<file path="config.mk">
export PLATFORM = sky130hd
export DESIGN_NAME = pe_layer_sequencer
export DESIGN_NICKNAME = d
export VERILOG_FILES = /design/src/rtl/pe_layer_sequencer.sv
export SDC_FILE = /design/constraint.sdc
export NUM_CORES = 1
export LEC_CHECK = 0
export CORE_UTILIZATION = 41
export DETAILED_ROUTE_END_ITERATION = 10
export GPL_ROUTABILITY_DRIVEN = 0
export GPL_TIMING_DRIVEN = 0
export PLACE_DENSITY = 0.78
export SETUP_SLACK_MARGIN = 0.05
export SKIP_CTS_REPAIR_TIMING = 1
export SYNTH_ARGS = -nofsm -noshare
export SYNTH_HDL_FRONTEND = slang
export SYNTH_SLANG_ARGS = --single-unit
</file>
<file path="constraint.sdc">
create_clock -name clock -period 4.2 [get_ports clock]
set_input_delay 0.42 -clock clock [delete_from_list [all_inputs] [get_ports clock]]
set_output_delay 0.42 -clock clock [all_outputs]
set_load 0.05 [all_outputs]
</file>
<file path="src/rtl/pe_layer_sequencer.sv">
// Sequences one fully-connected layer through a single PE: bias fetch, header, weight/input stream, result write.
// Define SEQ_TIMEOUT_EN to add the WAIT watchdog and the err output.
module pe_layer_sequencer #(
  parameter int W_ADDR_W = 16,
  parameter int X_ADDR_W = 10,
  parameter int N_ADDR_W = 10,
  parameter int TIMEOUT  = 2048
) (
  input  logic                clock,
  input  logic                reset,
  input  logic                start,
  input  logic [9:0]          n_inputs,
  input  logic [N_ADDR_W-1:0] n_neurons,
  output logic [W_ADDR_W-1:0] w_addr,
  input  logic [31:0]         w_data,
  output logic [X_ADDR_W-1:0] x_addr,
  input  logic [31:0]         x_data,
  output logic [N_ADDR_W-1:0] b_addr,
  input  logic [31:0]         b_data,
  output logic [31:0]         pe_w,
  output logic [31:0]         pe_x,
  output logic [31:0]         pe_b,
  output logic                pe_head,
  input  logic [31:0]         pe_out,
  input  logic                pe_done,
  output logic                out_we,
  output logic [N_ADDR_W-1:0] out_addr,
  output logic [31:0]         out_data,
  output logic                busy,
  output logic                done
`ifdef SEQ_TIMEOUT_EN
  ,
  output logic                err
`endif
);

  localparam logic [2:0] S_IDLE   = 3'd0;
  localparam logic [2:0] S_SETUP  = 3'd1;
  localparam logic [2:0] S_HEAD   = 3'd2;
  localparam logic [2:0] S_STREAM = 3'd3;
  localparam logic [2:0] S_WAIT   = 3'd4;
  localparam logic [2:0] S_WRITE  = 3'd5;
  localparam logic [2:0] S_DONE   = 3'd6;

  localparam logic [N_ADDR_W-1:0] J_ONE = N_ADDR_W'(1);

  logic [2:0]          state_q, state_d;
  logic [9:0]          n_q, n_d, k_q, k_d;
  logic [N_ADDR_W-1:0] m_q, m_d, j_q, j_d;
  logic [W_ADDR_W-1:0] wa_q, wa_d;
  logic [31:0]         pb_q, pb_d, od_q, od_d;
  logic                zdone_q, zdone_d;

`ifdef SEQ_TIMEOUT_EN
  localparam int WD_W = $clog2(TIMEOUT + 1);
  logic [WD_W-1:0] wd_q, wd_d;
  logic            err_q, err_d;
`else
  // The watchdog limit still has to be referenced when the watchdog is compiled out.
  logic timeout_unused;
  assign timeout_unused = (TIMEOUT > 0);
`endif

  always_comb begin
    state_d = state_q;
    n_d     = n_q;
    m_d     = m_q;
    j_d     = j_q;
    k_d     = k_q;
    wa_d    = wa_q;
    pb_d    = pb_q;
    od_d    = od_q;
    zdone_d = 1'b0;
`ifdef SEQ_TIMEOUT_EN
    wd_d    = wd_q;
    err_d   = err_q;
`endif
    case (state_q)
      S_IDLE: begin
        if (start) begin
`ifdef SEQ_TIMEOUT_EN
          err_d = 1'b0;
`endif
          // An empty layer only acknowledges, without ever raising busy.
          if (n_neurons == '0) begin
            zdone_d = 1'b1;
          end else begin
            n_d     = n_inputs;
            m_d     = n_neurons;
            j_d     = '0;
            wa_d    = '0;
            state_d = S_SETUP;
          end
        end
      end
      S_SETUP: state_d = S_HEAD;
      S_HEAD: begin
        k_d     = '0;
        pb_d    = b_data;
`ifdef SEQ_TIMEOUT_EN
        wd_d    = '0;
`endif
        state_d = (n_q == '0) ? S_WAIT : S_STREAM;
      end
      S_STREAM: begin
        wa_d = wa_q + W_ADDR_W'(1);
        k_d  = k_q + 10'd1;
        if (k_q == n_q - 10'd1) state_d = S_WAIT;
      end
      S_WAIT: begin
        if (pe_done) begin
          od_d    = pe_out;
          state_d = S_WRITE;
        end
`ifdef SEQ_TIMEOUT_EN
        else if (wd_q == WD_W'(TIMEOUT - 1)) begin
          err_d   = 1'b1;
          state_d = S_DONE;
        end else begin
          wd_d = wd_q + WD_W'(1);
        end
`endif
      end
      S_WRITE: begin
        if (j_q == m_q - J_ONE) begin
          state_d = S_DONE;
        end else begin
          j_d     = j_q + J_ONE;
          state_d = S_SETUP;
        end
      end
      S_DONE:  state_d = S_IDLE;
      default: state_d = S_IDLE;
    endcase
  end

  always_ff @(posedge clock or posedge reset) begin
    if (reset) begin
      state_q <= S_IDLE;
      n_q     <= '0;
      m_q     <= '0;
      j_q     <= '0;
      k_q     <= '0;
      wa_q    <= '0;
      pb_q    <= '0;
      od_q    <= '0;
      zdone_q <= 1'b0;
`ifdef SEQ_TIMEOUT_EN
      wd_q    <= '0;
      err_q   <= 1'b0;
`endif
    end else begin
      state_q <= state_d;
      n_q     <= n_d;
      m_q     <= m_d;
      j_q     <= j_d;
      k_q     <= k_d;
      wa_q    <= wa_d;
      pb_q    <= pb_d;
      od_q    <= od_d;
      zdone_q <= zdone_d;
`ifdef SEQ_TIMEOUT_EN
      wd_q    <= wd_d;
      err_q   <= err_d;
`endif
    end
  end

  // While streaming, addresses run one element ahead so data lines up with the next cycle.
  assign w_addr   = (state_q == S_STREAM) ? wa_q + W_ADDR_W'(1) : wa_q;
  assign x_addr   = (state_q == S_STREAM) ? X_ADDR_W'(k_q + 10'd1) : '0;
  assign b_addr   = j_q;
  assign out_addr = j_q;
  assign pe_head  = (state_q == S_HEAD);
  assign pe_w     = (state_q == S_STREAM) ? w_data : '0;
  assign pe_x     = (state_q == S_HEAD)   ? {22'b0, n_q} :
                    (state_q == S_STREAM) ? x_data : '0;
  assign pe_b     = (state_q == S_HEAD) ? b_data : pb_q;
  assign out_we   = (state_q == S_WRITE);
  assign out_data = od_q;
  assign busy     = (state_q != S_IDLE);
  assign done     = (state_q == S_DONE) | zdone_q;
`ifdef SEQ_TIMEOUT_EN
  assign err      = err_q;
`endif

endmodule
</file>
; Yosys cells after proc, flatten, opt, wreduce, memory -nomap -nowiden
; Index checks and enable logic that the tools add are counted.
; Widths: inputs -> output; s select.
[totals]
ff_bits = 124
output_inout_bits = 178
[op_classes]
n_addsub = 5
eq_ne = 13
n_mux = 24
n_bitwise = 2
reduce_logical = 12
[op_table]
columns = operator, n
row1 = $mux 32, 4
row2 = $mux 16, 3
row3 = $mux 10, 4
row4 = $pmux 10 s2, 2
row5 = $pmux 16 s2, 1
row6 = $add 10x1->10 const B, 2
row7 = $eq 10x10->1, 2
row8 = $logic_not 10->1, 2
row9 = $sub 10x1->10 const B, 2
row10 = $mux 3, 6
row11 = $pmux 3 s6, 1
row12 = $add 16x1->16 const B, 1
row13 = $ne 2x2->1 const B, 5
row14 = $eq 3x3->1 const B, 3
row15 = $reduce_and 4->1, 2
row16 = $eq 3x2->1 const B, 2
row17 = $reduce_and 3->1, 2
row18 = $reduce_bool 2->1, 3
row19 = $eq 3x1->1 const B, 1
row20 = $logic_not 3->1, 1
row21 = $mux 1, 3
row22 = $reduce_bool 3->1, 1
row23 = $reduce_and 2->1, 1
row24 = $not 1->1, 1
row25 = $or 1x1->1, 1

; Depth between registers and ports, before layout
; Gate-level depths: netlist of the first run.
[depth]
ltp_word = 4
depth_mapped = 10
mapped_depth_nobuf = 9

; Worst setup path before layout of the first run
; Ideal clock, no wire load.
[synth_path]
path_kind = reg2out
from = register state_q[2]
to = output port pe_b[22]
arrival_time_ps = 2372
required_ps = 3780
slack_ps = 1408
stages_incl_launch_ff = 7
cell_sequence = dfrtp_1 -> clkbuf_1 -> nand2b_1 -> clkbuf_1 -> nor2_1 -> clkbuf_1 -> mux2_2
[synth_via]
elab_chain_len = 2
[synth_rtl]
columns = element, line_no
row1 = from (decl), 47  ; logic [2:0] state_q, state_d;
row2 = from (signal assigned), 153  ; state_q <= state_d;
row3 = $eq 3x2->1, -
row4 = via pe_head, 23  ; output logic pe_head,
row5 = $mux 32, -
row6 = to (decl), 22  ; output logic [31:0] pe_b,
; The timed path passes the listed nets, and every way through them passes these cells.

; Final worst setup path of the first run
[layout_path]
from = register state_q[1]
to = output port w_addr[12]
[layout_via]
elab_chain_len = 2
[layout_rtl]
columns = element, line_no
row1 = $eq 3x2->1, 170  ; assign w_addr = (state_q == S_STREAM) ? wa_q + W_ADDR_W'(1) : wa_q;
row2 = $mux 16, 170
row3 = to (decl), 14  ; output logic [W_ADDR_W-1:0] w_addr,
; No other way between the ends.

==> metrics.txt, run 1 <==
clk slew on worst S/H paths=0.06 ns; Initial Utilization=42.0%; ys async rst share=100%; synthesized area=0.00667 mm2; final setup fails=0; Max-slew headroom=40.9%; Yosys top cell area share=46.5%; Final Skew=0.00513 ns; ranking of synthesized cells by area=dfrtp_1 (47%), mux2_2 (11%), and3_1 (5.8%); vias in the first global route=6,537; layout cell share with drive strength beyond 1=11.0%; via count=6,506; H-tree depth=4; Yosys warnings=0; Num CTS Buffers=17; sw power=2.87 mW; PwrDens=587 mW/mm2; Post-route DRC=0; first-pass GRT wire length=33.0 mm; core area=0.0159 mm2; # rows=46; Total Routing Usage GR=25.8%; post-synthesis compound-gate area fraction=8.41%; Synth Area in XOR/XNOR=5.78%; Die X=130 um; Final Util=68.2%; Synth Register Bits=124; critical path arrival=3.42 ns; Layout area overhead=62.4%; Comb pwr share=52.2%; status=completed; grt total ovfl=0; setup_tns=0 ns; cells after synthesis=685; Iteration-0 DRC Markers=306; routed len/inst=17.1 um; cells along the critical path=clkbuf_1 -> nor2b_1 -> nand2_1 -> inv_1 -> clkbuf_1 -> nand2_1 -> xnor2_1 -> clkdlybuf4s50_1; maximum fanout along the worst path=10; adder and majority gate portion of the synthesized area=1.31%; root buf cell=clkbuf_16; simple-gate share of the synthesized area=20.9%; Max Root-Sink Buffers=2; Power, Total=6.36 mW; busiest grt layer=met2; Worst setup SP type=flip-flop; via density per instance=5.16; Switching Share=45.2%; GR Layer Usage met3=9.91%; met2 Usage GRT=46.6%; Power Internal=3.48 mW; clock share of power=21.9%; Critical Path Slowest Stage Cell=clkdlybuf4s50_1; Post-synth top flop=dfrtp_1; DRT Pass-1 Iters=6; pin count of the biggest net entering global routing=96; CP max stage delay=0.84 ns; clk sinks=124; Seq/Total Area, Yosys=46.5%; I/O pins=330; count leader, synth=dfrtp_1; RSZ-0062 raised after global routing=no; Die H=130 um; die area=0.0168 mm2; Antenna Violating Nets Remaining=0; Static Leakage=4.73 nW; Syn Area/Cell=9.73 um2; dominant cell type by area after synthesis=dfrtp_1; number of flops mapped to enable cells by yosys=0; Hold/Removal Path Class=input pin to async pin; Hold Fails Final Rpt=0; fmax=261 MHz; GR Util met1=27.0%; I/O Buffers=329; synth unique cells=51; final slew viol count=0; Post-Route WL=21.5 mm; initial antenna violation count=0; Final period util=91.4%; largest family of logic cells by synthesized area=simple AND/OR/NAND/NOR gates; Worst-Margin Slew=0.878 ns; Post-synth top cells=dfrtp_1 (124), nand2_1 (96), mux2_2 (64), and3_1 (62), nor2_1 (45); CP Capture Type=output pin; Post-Syn Nets=844; max_cap viols=0; Critical Path RT=3.78 ns; final net count=1,193; mux cell area share after synthesis=12.8%; CTS tree=yes; Final min period=3.84 ns; VDD IR-drop max=0.552 mV; critical path type=flip-flop to output pin; sequential power share=25.9%; DP HPWL=16.6 mm; ant diodes=0; Skew-Pair Late Insertion Delay=0.41 ns
-- worst max-delay path, delay by kind of cell (launching register included) --
| kind | cells | cell delay (ns) |
|---|---|---|
| xor+xnor | 1 | 0.19 |
| simple gates | 3 | 0.72 |
| buf+inv | 4 | 1.76 |
| flops | 1 | 0.34 |
-- power by group through the flow --
stage / Clock (mW) / Combinational [mW] / Sequential (mW)
global route: 1.46 / 3.50 / 1.68
global placement: 0 / 3.28 / 1.65
detailed placement: 0 / 3.32 / 1.67
finish: 1.39 / 3.32 / 1.65
floorplan: 0 / 2.19 / 1.63
CTS: 1.41 / 3.34 / 1.65
-- flip-flops by register name, indices dropped and copies added (netlist names) --
register and count:
b_addr 10, k_q 10, m_q 10, n_q 10
out_data 32, pb_q 32, state_q 3, wa_q 16
zdone_q 1
-- logic make-up (layout without fill, tap and decap cells) --
kind of cell	count (synthesis)	after routing
buf+inv	66	427
fa+ha+maj	7	7
mux	77	77
compound gates	87	87
flops	124	124
xor+xnor	44	44
simple gates	280	280
-- per-layer routing --
layer / share of wire, % / up-vias / routed length [um]
li1: - / 3071 / -
met1: 37 / 3115 / 8000
met2: 50 / 281 / 10900
met3: 9.5 / 39 / 2050
met4: 2.9 / 0 / 624
met5: 0 / - / 0
-- placed cells by master (no fill, tap or decap), types with 2 or more instances in the layout --
cell / netlist / layout
or3_1: 5 / 5
xor2_1: 16 / 16
nor2b_1: 3 / 3
clkinv_2: 0 / 2
nand4_1: 5 / 5
o41ai_1: 2 / 2
nand2b_1: 8 / 8
xnor2_1: 28 / 28
o21a_1: 2 / 2
clkbuf_16: 0 / 17
and3b_1: 2 / 2
nand2_1: 96 / 96
mux2_2: 64 / 64
or4_1: 6 / 6
clkinvlp_4: 0 / 6
nor2_1: 45 / 44
nor3_1: 11 / 11
o211ai_1: 5 / 5
clkbuf_1: 33 / 33
nor4b_1: 3 / 3
o31ai_1: 6 / 6
nor4_1: 4 / 4
a21oi_1: 15 / 15
clkdlybuf4s50_1: 0 / 328
a211oi_1: 2 / 2
a31oi_1: 4 / 4
ha_1: 7 / 7
and2_1: 5 / 5
and3_1: 62 / 62
dfrtp_1: 124 / 124
o21ai_0: 34 / 34
buf_4: 10 / 10
inv_6: 0 / 3
nand3_1: 19 / 19
a21o_1: 6 / 6
inv_1: 14 / 13
mux2i_1: 13 / 13
buf_1: 8 / 8
clkinv_4: 0 / 2
-- through the flow --
stage          hold WS, ns  setup WS [ns]  instance area [um2]  instances
2_1_floorplan        0.467          0.481                 6670        685
3_3_place_gp         0.479          -1.42                10200       1230
3_5_place_dp         0.484          0.622                10300       1231
4_1_cts              0.352          0.149                10800       1262
5_1_grt              0.371         0.0823                10800       1262
6_report             0.352          0.362                10800       1262
-- layout make-up --
cell class | instances | area (um2)
Sequential cell | 124 | 3100
Clock inverter | 13 | 120
Timing Repair Buffer | 330 | 3320
Multi-Input combinational cell | 495 | 3280
Fill cell | 1311 | 5060
Clock buffer | 18 | 439
Tap cell | 216 | 270
Inverter | 14 | 57.6
Buffer | 52 | 234
-- final timing paths --
kind                       slack, ns  depth (start not counted)                  endpoint              startpoint
max in group asynchronous       3.06                          3  out_data[24]$_DFFE_PP0P_                   reset
setup / recovery                0.36                          8                w_addr[12]  state_q[1]$_DFFE_PP0P_
min in group clock              0.49                          1        pb_q[28]$_DFF_PP0_      pb_q[28]$_DFF_PP0_
setup reg to reg                1.15                          9     b_addr[1]$_DFFE_PP0P_      m_q[0]$_DFFE_PP0P_
hold reg to reg                 0.49                          1        pb_q[28]$_DFF_PP0_      pb_q[28]$_DFF_PP0_
hold / removal                  0.35                          2  out_data[29]$_DFFE_PP0P_                   reset
(Power assumes the default switching activity.)
==> run 2, diff against run 1 <==
--- a/config.mk
+++ b/config.mk
@@ -5,11 +5,12 @@
 export SDC_FILE = /design/constraint.sdc
 export NUM_CORES = 1
 export LEC_CHECK = 0
-export CORE_UTILIZATION = 41
+export CORE_AREA = 2 2 127 129
 export DETAILED_ROUTE_END_ITERATION = 10
+export DIE_AREA = 0 0 129 131
 export GPL_ROUTABILITY_DRIVEN = 0
 export GPL_TIMING_DRIVEN = 0
-export PLACE_DENSITY = 0.78
+export PLACE_DENSITY = 0.82
 export SETUP_SLACK_MARGIN = 0.05
 export SKIP_CTS_REPAIR_TIMING = 1
 export SYNTH_ARGS = -nofsm -noshare
==> constraint.sdc (replaced) <==
create_clock -name clock -period 4.58 [get_ports clock]
set_input_delay 0.458 -clock clock [delete_from_list [all_inputs] [get_ports clock]]
set_output_delay 0.458 -clock clock [all_outputs]
set_load 0.1 [all_outputs]
==> metrics.txt, run 2 (same netlist as run 1, synthesis figures left out) <==
final slew viol count=0 (unchanged); status=completed (unchanged); first-pass GRT wire length=33.1 mm (was 33.0 mm); sequential power share=20.7% (was 25.9%); busiest grt layer=met2 (unchanged); initial antenna violation count=0 (unchanged); PwrDens=672 mW/mm2 (was 587 mW/mm2); via count=6,469 (was 6,506); Register-to-Register Path Depth=9 (unchanged); buffers and inverters on the worst path=4 (unchanged); Final min period=4.29 ns; maximum fanout along the worst path=10 (unchanged); Die H=131 um (was 130 um); Switching Share=55.1% (was 45.2%); Die X=129 um (was 130 um); Cell Count, Final, Fillers Out=1,263 (was 1,262); DRT Pass-1 Iters=5 (was 6); die area=0.0169 mm2 (was 0.0168 mm2); grt total ovfl=0 (unchanged); Num CTS Buffers=17 (unchanged); VDD IR-drop max=0.666 mV (was 0.552 mV); vias in the first global route=6,424 (was 6,537); I/O Buffers=329 (unchanged); Layout area overhead=63.8% (was 62.4%); Comb pwr share=60.5% (was 52.2%); pre-CTS setup slack=0.605 ns (was 0.622 ns); Post-Route WL=22.0 mm (was 21.5 mm); # rows=46 (unchanged); layout cell share with drive strength beyond 1=10.9% (was 11.0%); via density per instance=5.12 (was 5.16); critical path depth=7 (was 8); area used by multi-input combinational logic=0.00328 mm2 (about the same); RSZ-0062 raised after global routing=no (unchanged); Iteration-0 DRC Markers=275 (was 306); sw power=4.05 mW (was 2.87 mW); Critical Path Slowest Stage Cell=clkdlybuf4s50_1 (unchanged); core area=0.0156 mm2 (was 0.0159 mm2); Final WS setup=0.289 ns (was 0.362 ns); DP HPWL=17.2 mm (was 16.6 mm); Static Leakage=4.91 nW (was 4.73 nW); CP Capture Type=output pin (unchanged); Worst-Margin Slew=1.08 ns (was 0.878 ns); Worst setup SP type=flip-flop (unchanged); final setup fails=0 (unchanged); Initial Utilization=42.7% (was 42.0%); max_cap viols=0 (unchanged); commonest non-fill, non-tap cells in the layout=clkdlybuf4s50_1 (311), dfrtp_1 (124), nand2_1 (96) (was clkdlybuf4s50_1 (328), dfrtp_1 (124), nand2_1 (96)); Power Internal=3.29 mW (was 3.48 mW); met2 Usage GRT=47.5% (was 46.6%); fill cell count=1,199 (was 1,311); final net count=1,193 (unchanged); Post-route DRC=0 (unchanged); Final Skew=0.0143 ns (was 0.00513 ns); Max Root-Sink Buffers=2 (unchanged); register area=0.00310 mm2 (unchanged); CP top delay family=buffers and inverters (unchanged); commonest non-fill, non-tap cell in the layout=clkdlybuf4s50_1 (unchanged); critical path type=flip-flop to output pin (unchanged); CTS tree=yes (unchanged); CP max stage delay=1.14 ns (was 0.84 ns); I/O pins=330 (unchanged); Final period util=93.7%; routed len/inst=17.4 um (was 17.1 um); placed inst area=0.0103 mm2 (unchanged); Antenna Violating Nets Remaining=0 (unchanged); Skew-Pair Late Insertion Delay=0.42 ns (was 0.41 ns); Hold/Removal Path Class=input pin to async pin (unchanged); Critical Path RT=4.12 ns (was 3.78 ns); GR Layer Usage met3=7.37% (was 9.91%); clk sinks=124 (unchanged); clk slew on worst S/H paths=0.06 ns (about the same); placed insts=1,231 (unchanged); WHS=0.480 ns (was 0.352 ns); pin count of the biggest net entering global routing=70 (was 96); cells along the critical path=clkbuf_1 -> nand2b_1 -> clkbuf_1 -> nor2_1 -> clkbuf_1 -> mux2_2 -> clkdlybuf4s50_1 (was clkbuf_1 -> nor2b_1 -> nand2_1 -> inv_1 -> clkbuf_1 -> nand2_1 -> xnor2_1 -> clkdlybuf4s50_1); ant diodes=0 (unchanged); critical path arrival=3.83 ns (was 3.42 ns); Hold Fails Final Rpt=0 (unchanged); clock share of power=18.8% (was 21.9%); fmax=233 MHz; Max-slew headroom=27.8% (was 40.9%); Crit path top cell by count=clkbuf_1; root buf cell=clkbuf_16 (unchanged); H-tree depth=4 (unchanged); post-route design area=0.0109 mm2 (was 0.0108 mm2); Power, Total=7.34 mW (was 6.36 mW); Total Routing Usage GR=25.9% (was 25.8%); GR Util met1=28.1% (was 27.0%)
==> run 2: cell types whose count changed in the layout (fill, tap and decap cells not counted) <==
cell,delta
clkdlybuf4s50_1,-17
dlymetal6s2s_1,+17
bufinv_16,+2
clkbuf_1,+1
clkinv_2,-1
clkinv_4,+1
clkinvlp_4,-1
inv_6,-1
nor2_1,+1
nor2_2,-1
==> run 2: routing by layer <==
layer	wire length, um	vias to the layer above
li1	-	3072
met1	8040	3102
met2	11700	262
met3	1750	33
met4	505	0
met5	0	-
==> run 2: final timing paths <==
check                                        from                    end  slack (ns)
max in group asynchronous                   reset     n_q[3]$_DFFE_PP0P_        3.37
min                                         reset     pb_q[15]$_DFF_PP0_        0.48
max reg2reg                    m_q[0]$_DFFE_PP0P_  b_addr[1]$_DFFE_PP0P_        1.50
min in group clock             pb_q[24]$_DFF_PP0_     pb_q[24]$_DFF_PP0_        0.49
max                        state_q[2]$_DFFE_PP0P_               pe_b[18]        0.29
min reg2reg                    pb_q[24]$_DFF_PP0_     pb_q[24]$_DFF_PP0_        0.49
==> run 2: cell type report <==
cell class	count	share of cell area, %
Buffer	52	2.14
Clock buffer	19	4.06
Clock inverter	13	1.54
Inverter	14	0.527
Multi-Input combinational cell	495	30.0
Sequential cell	124	28.4
Tap cell	216	2.48
Timing Repair Buffer	330	30.8
==> run 2: metrics by stage <==
step / utilization [%] / TNS [ns]
after floorplan: - / 0
after global placement: 65.6 / -138.42
after detailed placement: 65.8 / 0
after CTS: 69.7 / 0
after global routing: 70.0 / 0
final: 70.0 / 0
==> run 2: power by group through the flow <==
stage          logic (mW)  clock network [mW]  registers (mW)
2_1_floorplan        3.40                   0            1.51
3_3_place_gp         4.43                   0            1.52
3_5_place_dp         4.46                   0            1.53
4_1_cts              4.47                1.40            1.52
5_1_grt              4.60                1.45            1.55
6_report             4.44                1.38            1.52
==> run 3, diff against run 2 <==
--- a/config.mk
+++ b/config.mk
@@ -5,12 +5,12 @@
 export SDC_FILE = /design/constraint.sdc
 export NUM_CORES = 1
 export LEC_CHECK = 0
-export CORE_AREA = 2 2 127 129
+export CORE_UTILIZATION = 40
 export DETAILED_ROUTE_END_ITERATION = 10
-export DIE_AREA = 0 0 129 131
 export GPL_ROUTABILITY_DRIVEN = 0
 export GPL_TIMING_DRIVEN = 0
-export PLACE_DENSITY = 0.82
+export HOLD_SLACK_MARGIN = 0.06
+export PLACE_DENSITY = 0.77
 export SETUP_SLACK_MARGIN = 0.05
 export SKIP_CTS_REPAIR_TIMING = 1
 export SYNTH_ARGS = -nofsm -noshare
==> metrics.txt, run 3 (same netlist as run 1, synthesis figures left out) <==
sequential power share=20.7% (about the same); # rows=46 (unchanged); status=completed (unchanged); Switching Share=55.5% (was 55.1%); ant diodes=0 (unchanged); clk slew on worst S/H paths=0.06 ns (about the same); RSZ-0062 raised after global routing=no (unchanged); Skew-Pair Late Insertion Delay=0.41 ns (was 0.42 ns); H-tree depth=4 (unchanged); Critical Path RT=4.12 ns (about the same); WHS=0.481 ns (was 0.480 ns); fmax=236 MHz (was 233 MHz); Critical Path Start=state_q[2]$_DFFE_PP0P_ (unchanged); Initial Utilization=41.5% (was 42.7%); pin count of the biggest net entering global routing=65 (was 70); Hold Fails Final Rpt=0 (unchanged); final slew viol count=0 (unchanged); sw power=4.04 mW (was 4.05 mW); final setup fails=0 (unchanged); Final period util=92.6% (was 93.7%); Worst-Margin Slew=1.06 ns (was 1.08 ns); setup_tns=0 ns (unchanged); first-pass GRT wire length=33.9 mm (was 33.1 mm); met1 wire length=7.86 mm (was 8.04 mm); via count=6,439 (was 6,469); Register-to-Register Path Depth=9 (unchanged); CTS tree=yes (unchanged); Final Skew=0.00850 ns (was 0.0143 ns); met2 WL=11.0 mm (was 11.7 mm); Die H=131 um (about the same); FF-to-FF Start=m_q[0]$_DFFE_PP0P_ (unchanged); CP Capture Type=output pin (unchanged); WL met3=1.60 mm (was 1.75 mm); commonest non-fill, non-tap cells in the layout=clkdlybuf4s50_1 (328), dfrtp_1 (124), nand2_1 (96) (was clkdlybuf4s50_1 (311), dfrtp_1 (124), nand2_1 (96)); I/O pins=330 (unchanged); Static Leakage=4.74 nW (was 4.91 nW); root buf cell=clkbuf_16 (unchanged); Power, Total=7.29 mW (was 7.34 mW); Hold/Removal Path Class=input pin to async pin (unchanged); max layer used=met4 (unchanged); Post-route DRC=0 (unchanged); core area=0.0161 mm2 (was 0.0156 mm2); Antenna Violating Nets Remaining=0 (unchanged); DP HPWL=16.4 mm (was 17.2 mm); via density per instance=5.10 (was 5.12); Total Routing Usage GR=25.2% (was 25.9%); vias in the first global route=6,495 (was 6,424); critical path type=flip-flop to output pin (unchanged); Die X=131 um (was 129 um); Comb pwr share=61.2% (was 60.5%); initial antenna violation count=0 (unchanged); max_cap viols=0 (unchanged); Layout area overhead=62.8% (was 63.8%); Max Root-Sink Buffers=2 (unchanged); Num CTS Buffers=17 (unchanged); clock share of power=18.1% (was 18.8%); routed len/inst=16.6 um (was 17.4 um); Final min period=4.24 ns (was 4.29 ns); maximum fanout along the worst path=10 (unchanged); critical path arrival=3.78 ns (was 3.83 ns); PwrDens=671 mW/mm2 (was 672 mW/mm2); DRT Pass-1 Iters=4 (was 5); Power Internal=3.24 mW (was 3.29 mW); final net count=1,193 (unchanged); die area=0.0172 mm2 (was 0.0169 mm2); Worst setup SP type=flip-flop (unchanged); VDD IR-drop max=0.807 mV (was 0.666 mV); grt total ovfl=0 (unchanged); Iteration-0 DRC Markers=386 (was 275); clk sinks=124 (unchanged); Post-Route WL=21.0 mm (was 22.0 mm); I/O Buffers=329 (unchanged); commonest non-fill, non-tap cell in the layout=clkdlybuf4s50_1 (unchanged); Max-slew headroom=29.4% (was 27.8%); layout cell share with drive strength beyond 1=10.9% (unchanged)
-- run 3: critical path, cell delays in order, from the launching register on --
cell and delay, ns:
dfrtp_1 0.40, clkbuf_1 0.21, nand2b_1 0.19, clkbuf_1 0.19, nor2_1 0.44, clkbuf_1 0.48
mux2_2 0.26, clkdlybuf4s50_1 1.18
-- run 3: area by class of cell --
type / count / area, um2
flip-flops and latches: 124 / 3100
clock buffers: 19 / 443
clock inverters: 13 / 144
well taps: 216 / 270
plain buffers: 52 / 234
fillers: 1288 / 5200
multi-input cells: 495 / 3280
repair buffers: 330 / 3320
inverters: 14 / 57.6
-- run 3: metrics by stage --
step / area (um2) / cells / setup WS, ns / utilization (%)
2_1_floorplan: 6670 / 685 / 0.823 / -
3_3_place_gp: 10200 / 1230 / -1.13 / 63.7
3_5_place_dp: 10300 / 1231 / 0.728 / 63.9
4_1_cts: 10900 / 1263 / 0.269 / 67.6
5_1_grt: 10900 / 1263 / 0.0640 / 67.6
6_report: 10900 / 1263 / 0.339 / 67.6
-- run 3: path summary, 6_finish.rpt --
kind	to	slack, ns
max in group asynchronous	out_data[31]$_DFFE_PP0P_	3.38
worst min-delay path	out_data[24]$_DFFE_PP0P_	0.48
worst max-delay path	pe_b[3]	0.34
worst min register to register	pb_q[5]$_DFF_PP0_	0.49
min in group clock	pb_q[5]$_DFF_PP0_	0.49
worst max register to register	b_addr[1]$_DFFE_PP0P_	1.52
-- run 3: layer usage --
metal  vias to the layer above  track usage (%)
met5                         -                0
met4                         0             10.6
met3                        32             7.99
met2                       278             45.4
met1                      3051             27.0
li1                       3078                -
-- run 3: power groups by stage --
stage / combinational (mW) / sequential (mW) / clock, mW
after global placement: 4.44 / 1.52 / 0
after detailed placement: 4.47 / 1.52 / 0
after floorplan: 3.40 / 1.51 / 0
after global routing: 4.61 / 1.54 / 1.40
after CTS: 4.48 / 1.51 / 1.35
final: 4.46 / 1.51 / 1.32
==> variant (config.mk and constraints of run 3) <==
Take the reset off `k_q` and load it in a clocked block of its own.
--- a/src/rtl/pe_layer_sequencer.sv
+++ b/src/rtl/pe_layer_sequencer.sv
@@ -140,7 +140,6 @@
       n_q     <= '0;
       m_q     <= '0;
       j_q     <= '0;
-      k_q     <= '0;
       wa_q    <= '0;
       pb_q    <= '0;
       od_q    <= '0;
@@ -154,7 +153,6 @@
       n_q     <= n_d;
       m_q     <= m_d;
       j_q     <= j_d;
-      k_q     <= k_d;
       wa_q    <= wa_d;
       pb_q    <= pb_d;
       od_q    <= od_d;
@@ -164,6 +162,10 @@
       err_q   <= err_d;
 `endif
     end
+  end
+
+  always_ff @(posedge clock) begin
+    k_q <= k_d;
   end
 
   // While streaming, addresses run one element ahead so data lines up with the next cycle.
Formal check against the unedited RTL: no difference found for any inputs over 4 cycles, from zero or initial values and one cycle with reset high; that may be too few to reach the edited logic, so the function may still have changed.
==> variant against run 3 <==
  * Design area up 2.2%
  * Critical path depth up 2
  * Worst setup slack better by 0.012 ns
  * Sequential share of layout area down 0.16 points
  * Sequential cell count unchanged
  * Synthesized area up 2.3%
  * Routed wire length up 4.2%
  * Critical path type unchanged
Power is not shown: default switching activity piles up to over one toggle a cycle in this logic, so the estimate is an artifact.
==> variant: results (changes against run 3) <==
| Metric | Value |
|---|---|
| Run status | `finished, final reports clean` |
| Ant diodes | `2 (+2)` |
| Largest net degree at the start of global routing | `90 (+38%)` |
| First-pass GRT wire length | `33,600 um (-1.0%)` |
| Area share of fa/ha/maj cells after synthesis | `0.0128 (-0.000289)` |
| Post-synth top cells | `114 x dfrtp_1, 70 x mux2_2, 70 x nand2_1` |
| Initial antenna violation count | `2 (+2)` |
| Total number of vias | `6,242 (-3.1%)` |
| Sequential area share after synthesis | `0.462 (-0.00291)` |
| Synth async-reset ratio | `0.919 (-0.0806)` |
| Finished Layout Cells | `1,252 (-0.87%)` |
| Non-clock buffering overhead | `0.327 (-0.00116)` |
| Share of cells above drive strength 1 | `0.134 (+0.0251)` |
| CP max stage delay | `0.75 ns (-0.43 ns)` |
| Cells after Synth | `669 (-2.3%)` |
| Register Area | `3150 sq um (+1.6%)` |
| Sequential cell count | `124 (unchanged)` |
| Synth Area in Compound Gates | `0.0890 (+0.00494)` |
| Synth-to-layout area growth | `62.7% (about the same)` |
| Pre-CTS WS | `0.201 ns (-0.527 ns)` |
| Tapcells | `220 (+1.9%)` |
| Drt pass-1 iters | `5 (+1)` |
| Filler cell count | `1,344 (+4.3%)` |
| Crit path DAT | `3.77 ns (about the same)` |
| Slowest CP cell | `dlymetal6s2s_1` |
| Post-synth EDFFs | `10 (+10)` |
| XOR/XNOR Fraction of Synth Area | `0.0617 (+0.00387)` |
| Iter 0 DRT Violations | `288 (-25%)` |
| Crit Path Max Fanout | `12 (+2)` |
-- variant: worst register-to-register path, stage by stage, from the launching register on --
cell	delay, ns
dfrtp_1	0.44
inv_1	0.10
ha_1	0.19
nor3b_1	0.27
xnor2_1	0.11
nor4_1	0.70
nand3_1	0.33
o21ai_1	0.43
o211ai_1	0.16
-- variant: worst paths after layout --
kind                                 start    endpoint  slack [ns]
min in group clock                pb_q[21]    pb_q[21]        0.49
worst min register to register    pb_q[21]    pb_q[21]        0.49
worst max-delay path            state_q[2]    pe_x[15]        0.35
worst max register to register      m_q[0]  state_q[0]        1.70
worst min-delay path                 reset    pb_q[28]        0.40
max in group asynchronous            reset      m_q[4]        3.48
-- variant: routing by layer --
metal	global-route usage	up-vias	wire length, um
met2	0.398	229	10300
met5	0	-	13
met4	0.0549	2	276
met1	0.307	2947	9280
met3	0.103	28	1970
li1	-	3036	-
